--- src/rtl/fetch_queue_pkg.sv ---
// Shared fetch/decode constants: word width, the nop encoding and the opcode map.
package fetch_queue_pkg;

  localparam int WORD_W = 16;
  localparam int AW_DEF = 16;
  localparam logic [WORD_W-1:0] NOP_INSN = 16'h000F;

  // Opcode field occupies the top nibble of an instruction word.
  typedef enum logic [3:0] {
    OPadd  = 4'h0,
    OPsub  = 4'h1,
    OPand  = 4'h2,
    OPor   = 4'h3,
    OPld   = 4'h4,
    OPst   = 4'h5,
    OPli   = 4'h6,
    OPbeq  = 4'h7,
    OPjump = 4'h8,
    OPcall = 4'h9,
    OPret  = 4'hA,
    OPsys  = 4'hF
  } opcode_e;

  function automatic opcode_e insn_opcode(input logic [WORD_W-1:0] insn);
    return opcode_e'(insn[WORD_W-1 -: 4]);
  endfunction

endpackage

--- src/rtl/fetch_queue_fifo.sv ---
// Prefetch FIFO of {pc, word} entries with wrapping pointers and a single-cycle flush.
module fetch_fifo #(
  parameter int DEPTH = 4,
  parameter int W     = 32
) (
  input  logic                       clk,
  input  logic                       reset,
  input  logic                       push,
  input  logic                       pop,
  input  logic                       flush,
  input  logic [W-1:0]               wdata,
  output logic [W-1:0]               rdata,
  output logic [$clog2(DEPTH):0]     count
);

  localparam int PW = $clog2(DEPTH);

  logic [W-1:0]  mem_q [DEPTH];
  logic [PW-1:0] wptr_q, wptr_d;
  logic [PW-1:0] rptr_q, rptr_d;
  logic [PW:0]   count_q, count_d;

  always_comb begin
    wptr_d  = wptr_q;
    rptr_d  = rptr_q;
    count_d = count_q;
    if (flush) begin
      wptr_d  = '0;
      rptr_d  = '0;
      count_d = '0;
    end else begin
      if (push) wptr_d = wptr_q + 1'b1;
      if (pop)  rptr_d = rptr_q + 1'b1;
      count_d = count_q + (PW+1)'(push) - (PW+1)'(pop);
    end
  end

  always_ff @(posedge clk) begin
    if (reset) begin
      wptr_q  <= '0;
      rptr_q  <= '0;
      count_q <= '0;
    end else begin
      wptr_q  <= wptr_d;
      rptr_q  <= rptr_d;
      count_q <= count_d;
    end
  end

  // Storage carries no reset; validity is tracked entirely by count_q.
  always_ff @(posedge clk) begin
    if (push && !flush && !reset) mem_q[wptr_q] <= wdata;
  end

  assign rdata = mem_q[rptr_q];
  assign count = count_q;

endmodule

--- src/rtl/fetch_queue.sv ---
// Instruction fetch: owns the fetch PC, issues one-word reads and hands buffered words to decode.
module fetch_queue
  import fetch_queue_pkg::*;
#(
  parameter int DEPTH = 4,
  parameter int AW    = 16
) (
  input  logic                     clk,
  input  logic                     reset,
  input  logic                     halt,
  input  logic                     redirect,
  input  logic [AW-1:0]            redirect_pc,
  output logic                     imem_req,
  output logic [AW-1:0]            imem_addr,
  input  logic [WORD_W-1:0]        imem_data,
  output logic [WORD_W-1:0]        ir,
  output logic [AW-1:0]            ir_pc,
  output logic                     ir_valid,
  input  logic                     ir_ready,
  output logic [$clog2(DEPTH):0]   count
);

  localparam int CW = $clog2(DEPTH) + 1;

  logic [AW-1:0]     fpc_q, fpc_d;
  logic              inflight_q, inflight_d;
  logic [AW-1:0]     inflight_pc_q, inflight_pc_d;
  logic              redirect_eff;
  logic              push;
  logic              pop;
  logic              has_credit;
  logic [CW:0]       used;
  logic [CW-1:0]     fifo_count;
  logic [AW+WORD_W-1:0] head;

  assign redirect_eff = redirect && !halt;

  // Credit counts the in-flight word so a halted response always has room.
  assign used       = {1'b0, fifo_count} + (CW+1)'(inflight_q);
  assign has_credit = used < (CW+1)'(DEPTH);

  always_comb begin
    imem_req  = !reset && !halt && (redirect || has_credit);
    imem_addr = redirect ? redirect_pc : fpc_q;
    ir_valid  = !reset && !redirect_eff && (fifo_count != '0);
    ir        = ir_valid ? head[WORD_W-1:0] : NOP_INSN;
    ir_pc     = ir_valid ? head[AW+WORD_W-1 -: AW] : '0;
    push      = inflight_q && !redirect_eff && !reset;
    pop       = ir_valid && ir_ready && !halt;
  end

  always_comb begin
    fpc_d         = fpc_q;
    inflight_d    = imem_req;
    inflight_pc_d = inflight_pc_q;
    if (imem_req) begin
      fpc_d         = imem_addr + 1'b1;
      inflight_pc_d = imem_addr;
    end
  end

  always_ff @(posedge clk) begin
    if (reset) begin
      fpc_q      <= '0;
      inflight_q <= 1'b0;
    end else begin
      fpc_q      <= fpc_d;
      inflight_q <= inflight_d;
    end
  end

  always_ff @(posedge clk) begin
    inflight_pc_q <= inflight_pc_d;
  end

  fetch_fifo #(
    .DEPTH (DEPTH),
    .W     (AW + WORD_W)
  ) u_fifo (
    .clk   (clk),
    .reset (reset),
    .push  (push),
    .pop   (pop),
    .flush (redirect_eff),
    .wdata ({inflight_pc_q, imem_data}),
    .rdata (head),
    .count (fifo_count)
  );

  assign count = fifo_count;

endmodule
--- config.mk ---
export PLATFORM = sky130hd
export DESIGN_NAME = fetch_queue
export DESIGN_NICKNAME = d
export VERILOG_FILES = /design/src/rtl/fetch_queue_pkg.sv /design/src/rtl/fetch_queue_fifo.sv /design/src/rtl/fetch_queue.sv
export SDC_FILE = /design/constraint.sdc
export NUM_CORES = 1
export LEC_CHECK = 0
export ABC_AREA = 1
export CAP_MARGIN = 20
export CORE_MARGIN = 5
export CORE_UTILIZATION = 40
export CTS_CLUSTER_DIAMETER = 60
export DETAILED_ROUTE_END_ITERATION = 6
export PLACE_DENSITY = 0.68
export SLEW_MARGIN = 0
export SYNTH_ARGS = -nofsm -noshare
export SYNTH_HDL_FRONTEND = slang
export SYNTH_HIERARCHICAL = 1
export SYNTH_SLANG_ARGS = --single-unit
export TNS_END_PERCENT = 1
--- constraint.sdc ---
create_clock -name clk -period 3.5 [get_ports clk]
set_input_delay 0.7 -clock clk [delete_from_list [all_inputs] [get_ports clk]]
set_output_delay 0.7 -clock clk [all_outputs]
set_load 0.005 [all_outputs]
# Word-level counts from Yosys, hierarchy flattened
# Memories as Yosys holds them, arrays and structs flattened. A register that Yosys moved wholly into a read port is not among the register bits.
# Index checks and enable logic that the tools add are counted.
# totals
inputBits	37
n_memories	1
elab_cells	38
regBits	40
output_inout_bits	53
ram_bits	128
# memory_table
memory	depth	width	rd	rd_clocked_by_memory_dff	wr	line_no	rtl
u_fifo.mem_q	4	32	1	1	1	fetch_queue_fifo.sv:18	logic [W-1:0] mem_q [DEPTH];
# classes
mux	7
n_reduce_logical	17
magnitude_cmp	1
n_addsub	6
# ops
cell	n
$mux W16	3
$add A16 B1 Y16 const B	1
$logic_and A1 B1 Y1	11
$add A2 B1 Y2 const B	2
$add A3 B1 Y4	1
$lt A4 B3 Y1 const B	1
$mux W2	2
$add A3 B1 Y3	1
$logic_not A1 Y1	3
$reduce_bool A3 Y1	1
$sub A3 B1 Y3	1
$mux W1	2
$reduce_or A2 Y1	1
$logic_or A1 B1 Y1	1

# Longest topological paths before layout
# depth
word_depth	9
ltp_mapped	15
mapped_depth_nobuf	14

# Hierarchy
# The synthesis kept the hierarchy.
# by_module_without_submodules
module	cells_each	seq_area_each_um2	area_each_um2	n_inst
fetch_fifo	400	4023.9	5267.6	1
fetch_queue	329	820.8	2229.6	1

# Worst setup path after synthesis
# No wires, ideal clock.
# synth_path
path_kind	input to register
startpoint	input port redirect
endpoint	memory u_fifo.mem_q[0][0] (enable)
setup_ns	0.396
required_time_ns	3.104
path_buffers	2
slack_ns	0.705
stages	7
t_arrival_ns	2.399
path_cell_list	buf_6 inv_6 nor2_4 or2_1 buf_6 or2_4 nor2_2
# synth_via
elab_chain_cells	8
# synth_lines
item	line_no	rtl
from (decl)	fetch_queue.sv:11	input logic redirect,
$logic_and A1 B1 Y1 (*)	fetch_queue.sv:36	assign redirect_eff = redirect && !halt;
net redirect_eff	fetch_queue.sv:28	logic redirect_eff;
$logic_not A1 Y1 (*)	fetch_queue_fifo.sv:52, fetch_queue.sv:48	
$logic_and A1 B1 Y1 (2 in a row)	fetch_queue.sv:48	push = inflight_q && !redirect_eff && !reset;
$logic_and A1 B1 Y1 (*) (2 in a row)	fetch_queue_fifo.sv:52	if (push && !flush && !reset) mem_q[wptr_q] <= wdata;
$mux W1 (*)	fetch_queue_fifo.sv:52	
$mux W1 (implied by the code) (*)	fetch_queue_fifo.sv:52	
to (decl)	fetch_queue_fifo.sv:18	
# Mark *: on every way through the listed nets, which the timed path passes. The rest lies on a longest branch.

# Final worst setup path
# layout_path
startpoint	input port redirect
endpoint	output port ir_pc[8]
# layout_via
elab_chain_cells	5
# layout_lines
item	line_no	rtl
$logic_and A1 B1 Y1	fetch_queue.sv:36	
net redirect_eff	fetch_queue.sv:28	
$logic_not A1 Y1	fetch_queue.sv:45	ir_valid = !reset && !redirect_eff && (fifo_count != '0);
$logic_and A1 B1 Y1 (2 in a row)	fetch_queue.sv:45	
$mux W16	fetch_queue.sv:47	ir_pc = ir_valid ? head[AW+WORD_W-1 -: AW] : '0;
to (decl)	fetch_queue.sv:17	output logic [AW-1:0] ir_pc,
# The timed path passes the listed nets, and every way through them passes these cells.

==> results_tabular.tex <==
\begin{tabular}{lr}
\hline
Metric & Value \\
\hline
\multicolumn{2}{l}{\textbf{Global routing}} \\
Largest net degree at the start of global routing & 64 \\
Initial antenna violation count & 0 \\
GRT Overall Usage & 0.138 \\
Total global routing overflow & 0 \\
Wire length of the first global-routing pass & 23.5 mm \\
Number of global-route vias before repair & 4728 \\
\multicolumn{2}{l}{\textbf{Yosys}} \\
Main combinational cell family by area after synthesis & simple AND/OR/NAND/NOR gates \\
Mapped Cells & approximately 730 \\
Mapped cell area & about 7500 um\^{}2 \\
Xor-xnor portion of the synthesized cell area & 0.00584 \\
Most used flip-flop cell after synthesis & edfxtp\_1 \\
Warnings, synthesis & 6 \\
Number of synthesized flops with an enable pin & about 140 \\
Cell types occupying the most area after synthesis & edfxtp\_1 58\%, nor2\_1 7.4\%, dfxtp\_1 6.9\% \\
Synthesized flop and latch total & between 150 and 200 \\
Compound-gate portion of the synthesized area & 0.0940 \\
Number of nets produced by synthesis & slightly below 800 \\
Part of the Yosys area used for sequential elements & 0.646 \\
Multiplexer share of the synthesized area & 0 \\
Mean cell area of the mapped netlist & around 10 um\^{}2 \\
Post-synth ARST share & 0 \\
Post-synthesis adder-cell area fraction & 0.0144 \\
Share of synthesized cell area in and, or, nand and nor gates & 0.167 \\
Count of unique library cells instantiated by Yosys & 34 \\
Portion of synthesized cell area occupied by the leading cell type & 0.577 \\
Cell type with the highest aggregate area in the netlist & edfxtp\_1 \\
\multicolumn{2}{l}{\textbf{Power and ir drop}} \\
Static leakage power & $\sim$3.6 nW \\
Flop pwr share & 0.506 \\
Switching portion of total power & 0.214 \\
Internal power contribution & about 0.0035 W \\
NetSw & slightly below 0.001 W \\
Total power density per cell area & between 400 and 500 nW/um\^{}2 \\
Highest ir drop seen on vdd & $\sim$330 uV \\
Combinational group share of total power & 0.074 \\
Fraction of power consumed by the clock network & 0.421 \\
\multicolumn{2}{l}{\textbf{Clocking}} \\
CTS tree & done \\
Total of hold buffers inserted after clock tree synthesis & 0 \\
\# clock sinks & between 150 and 200 \\
Clock slew at reported path FFs & approximately 0.06 ns \\
Buffer levels on the longest clock path & 2 \\
Number of gates resized after CTS & 0 \\
Buffer cell driving the clock tree root & clkbuf\_16 \\
Clock insertion delay at the later pin of the skew report & between 0.4 and 0.5 ns \\
Depth of the CTS H-tree & 4 \\
Inserted Clock Buffers & 17 \\
Number of buffers inserted by post-CTS setup repair & 0 \\
\multicolumn{2}{l}{\textbf{Finish}} \\
Fin util & 0.502 \\
Total area of multi-input combinational cells & 2140 um\^{}2 \\
Ant. Diodes & 0 \\
Area of all sequential standard cells & about 4800 um\^{}2 \\
Final nets & between 800 and 900 \\
Number of fill cells & 1640 \\
Final instance area & 9340 um\^{}2 \\
Most common cell after layout, fill and taps aside & nor2\_1 \\
Most frequent cells in the layout & 148 x nor2\_1, 144 x edfxtp\_1, 89 x clkdlybuf4s50\_1 \\
Synthesis-to-finish area growth & 24.5\% \\
Proportion of layout cells with a drive suffix above 1 & 0.113 \\
Final std cells w/o fill & $\sim$1100 \\
\multicolumn{2}{l}{\textbf{Worst setup path}} \\
CP peak stage delay & just over 0.5 ns \\
Highest fanout seen on the critical path & 21 \\
Critical path launch point type & primary input \\
Critical-path cell list & clkdlybuf4s50\_1 > inv\_6 > nor2\_4 > nor2\_1 > o31ai\_4 > buf\_12 > nor2\_1 > clkdlybuf4s50\_1 \\
Type of element capturing the critical path & primary output \\
Buffer and inverter count on the worst path & 4 \\
Category of cells accounting for the largest share of critical-path delay & buffers and inverters \\
Crit path required time & approximately 2.8 ns \\
Slowest-stage cell, CP & clkdlybuf4s50\_1 \\
CP Data Arrival Time & between 2 and 3 ns \\
Worst Setup Path Type & in2out \\
\multicolumn{2}{l}{\textbf{Timing}} \\
Clock tree skew after final layout & 0.00778 ns \\
Aggregate negative setup slack & 0 ns \\
Fraction of the cycle the final worst path needs & 0.951 \\
Setup slack of the critical path after layout & 0.170 ns \\
Relative max-transition margin & 0.517 \\
Unrepaired setup endpoints after global routing & false \\
Fin crit period & around 3.3 ns \\
Peak clock frequency supported by timing & 300 MHz \\
Number of setup violations in the final report & 0 \\
Count of endpoints failing hold in the final timing report & 0 \\
Final Max Tran Viols & 0 \\
Transition time at the pin with the least slew margin & $\sim$0.72 ns \\
\multicolumn{2}{l}{\textbf{Die}} \\
Std-Cell Core Area & $\sim$19000 um\^{}2 \\
Total die area & 21600 um\^{}2 \\
Row count & 50 \\
Width of the die & around 150 um \\
Die Y-Extent & between 100 and 150 um \\
Number of top-level pins & 90 \\
Initial Utilization & 0.404 \\
\multicolumn{2}{l}{\textbf{Run status}} \\
Result of the run & completed \\
\multicolumn{2}{l}{\textbf{Route}} \\
Routed WL & around 14 mm \\
Total via count in the routed design & roughly 5000 \\
Remaining design rule violation count & 0 \\
Detailed Routing Iterations Pass 1 & 4 \\
Average detailed-routed wire length per instance & 13.5 um \\
Final antenna-violating net count & 0 \\
First DRT Iteration DRCs & 287 \\
Routed vias/inst & about 4.6 \\
\multicolumn{2}{l}{\textbf{Place}} \\
DP Area & a little under 9000 um\^{}2 \\
Worst slack, placed & between 0.15 and 0.2 ns \\
Cell count after placement & slightly above 1000 \\
Port Buffers & 89 \\
Estimated wirelength of the detail-placed design & just over 9 mm \\
GPL Wtd Cong & between 0.8 and 0.9 \\
\multicolumn{2}{l}{\textbf{Worst hold path}} \\
Hold Path Class & reg2reg \\
\multicolumn{2}{l}{\textbf{Flow run}} \\
Maxcap violations & 0 \\
\hline
\end{tabular}
[worst min-delay path, cell delays in order (launching register included)]
cell and delay [ns]:
dfxtp_1 0.32, nor2_1 0.04, nor2_1 0.08
[state kept, by name, summed over array words and instances, names as in the netlist, named ones only]
signal / cells
u_fifo/mem_q: 128
fpc_q: 16
inflight_pc_q: 16
u_fifo/count: 3
u_fifo/rptr_q: 2
u_fifo/wptr_q: 2
inflight_q: 1
[path summary, 6_finish.rpt]
| path | start | end | slack, ns | depth (start not counted) |
|---|---|---|---|---|
| hold reg to reg | fpc_q[1] | fpc_q[1] | 0.48 | 2 |
| hold / removal | fpc_q[1] | fpc_q[1] | 0.48 | 2 |
| setup / recovery | redirect | ir_pc[8] | 0.17 | 8 |
| setup reg to reg | u_fifo/count[0] | u_fifo/count[2] | 0.97 | 11 |
[cell type report]
cell class | instances | share of cell area
flip-flops and latches | 170 | 0.519
multi-input cells | 437 | 0.230
repair buffers | 104 | 0.117
clock buffers | 17 | 0.0456
inverters | 91 | 0.0371
well taps | 234 | 0.0314
clock inverters | 15 | 0.0204
[per-stage QoR]
step | hold slack (ns) | power [W]
2_1_floorplan | 0.447 | 0.00249
3_3_place_gp | 0.464 | 0.00265
3_5_place_dp | 0.460 | 0.00265
4_1_cts | 0.481 | 0.00454
5_1_grt | 0.504 | 0.00469
6_report | 0.484 | 0.00450
[metal layers]
layer  global-route usage  vias to the layer above  share of wire
li1                     -                     2598              -
met1                0.178                     2248           0.47
met2                0.230                      101           0.48
met3               0.0336                       10          0.040
met4               0.0433                        0         0.0094
met5                    0                        -              0
[synth_stat cells (all sizes together), types with 2 or more instances]
| cell type | n |
|---|---|
| a21oi | 9 |
| edfxtp | 144 |
| nand2 | 100 |
| nor3 | 3 |
| or2 | 7 |
| nand3 | 18 |
| dfxtp | 26 |
| inv | 91 |
| ha | 7 |
| clkbuf | 13 |
| o21ai | 123 |
| xor2 | 5 |
| nand4 | 2 |
| buf | 18 |
| nor2 | 159 |
[cells by family after synthesis]
kind of cell | count (synthesis)
buf+inv | 122
flops | 170
compound gates | 134
xor+xnor | 5
simple gates | 290
fa+ha+maj | 8
[power groups by stage]
stage	Combinational (W)	Sequential (W)	Clock [W]
after floorplan	0.000182	0.00231	0
after global placement	0.000330	0.00232	0
after detailed placement	0.000332	0.00232	0
after CTS	0.000335	0.00227	0.00193
after global routing	0.000371	0.00228	0.00204
final	0.000331	0.00227	0.00189
No activity file was read; power rests on OpenSTA's default activity.
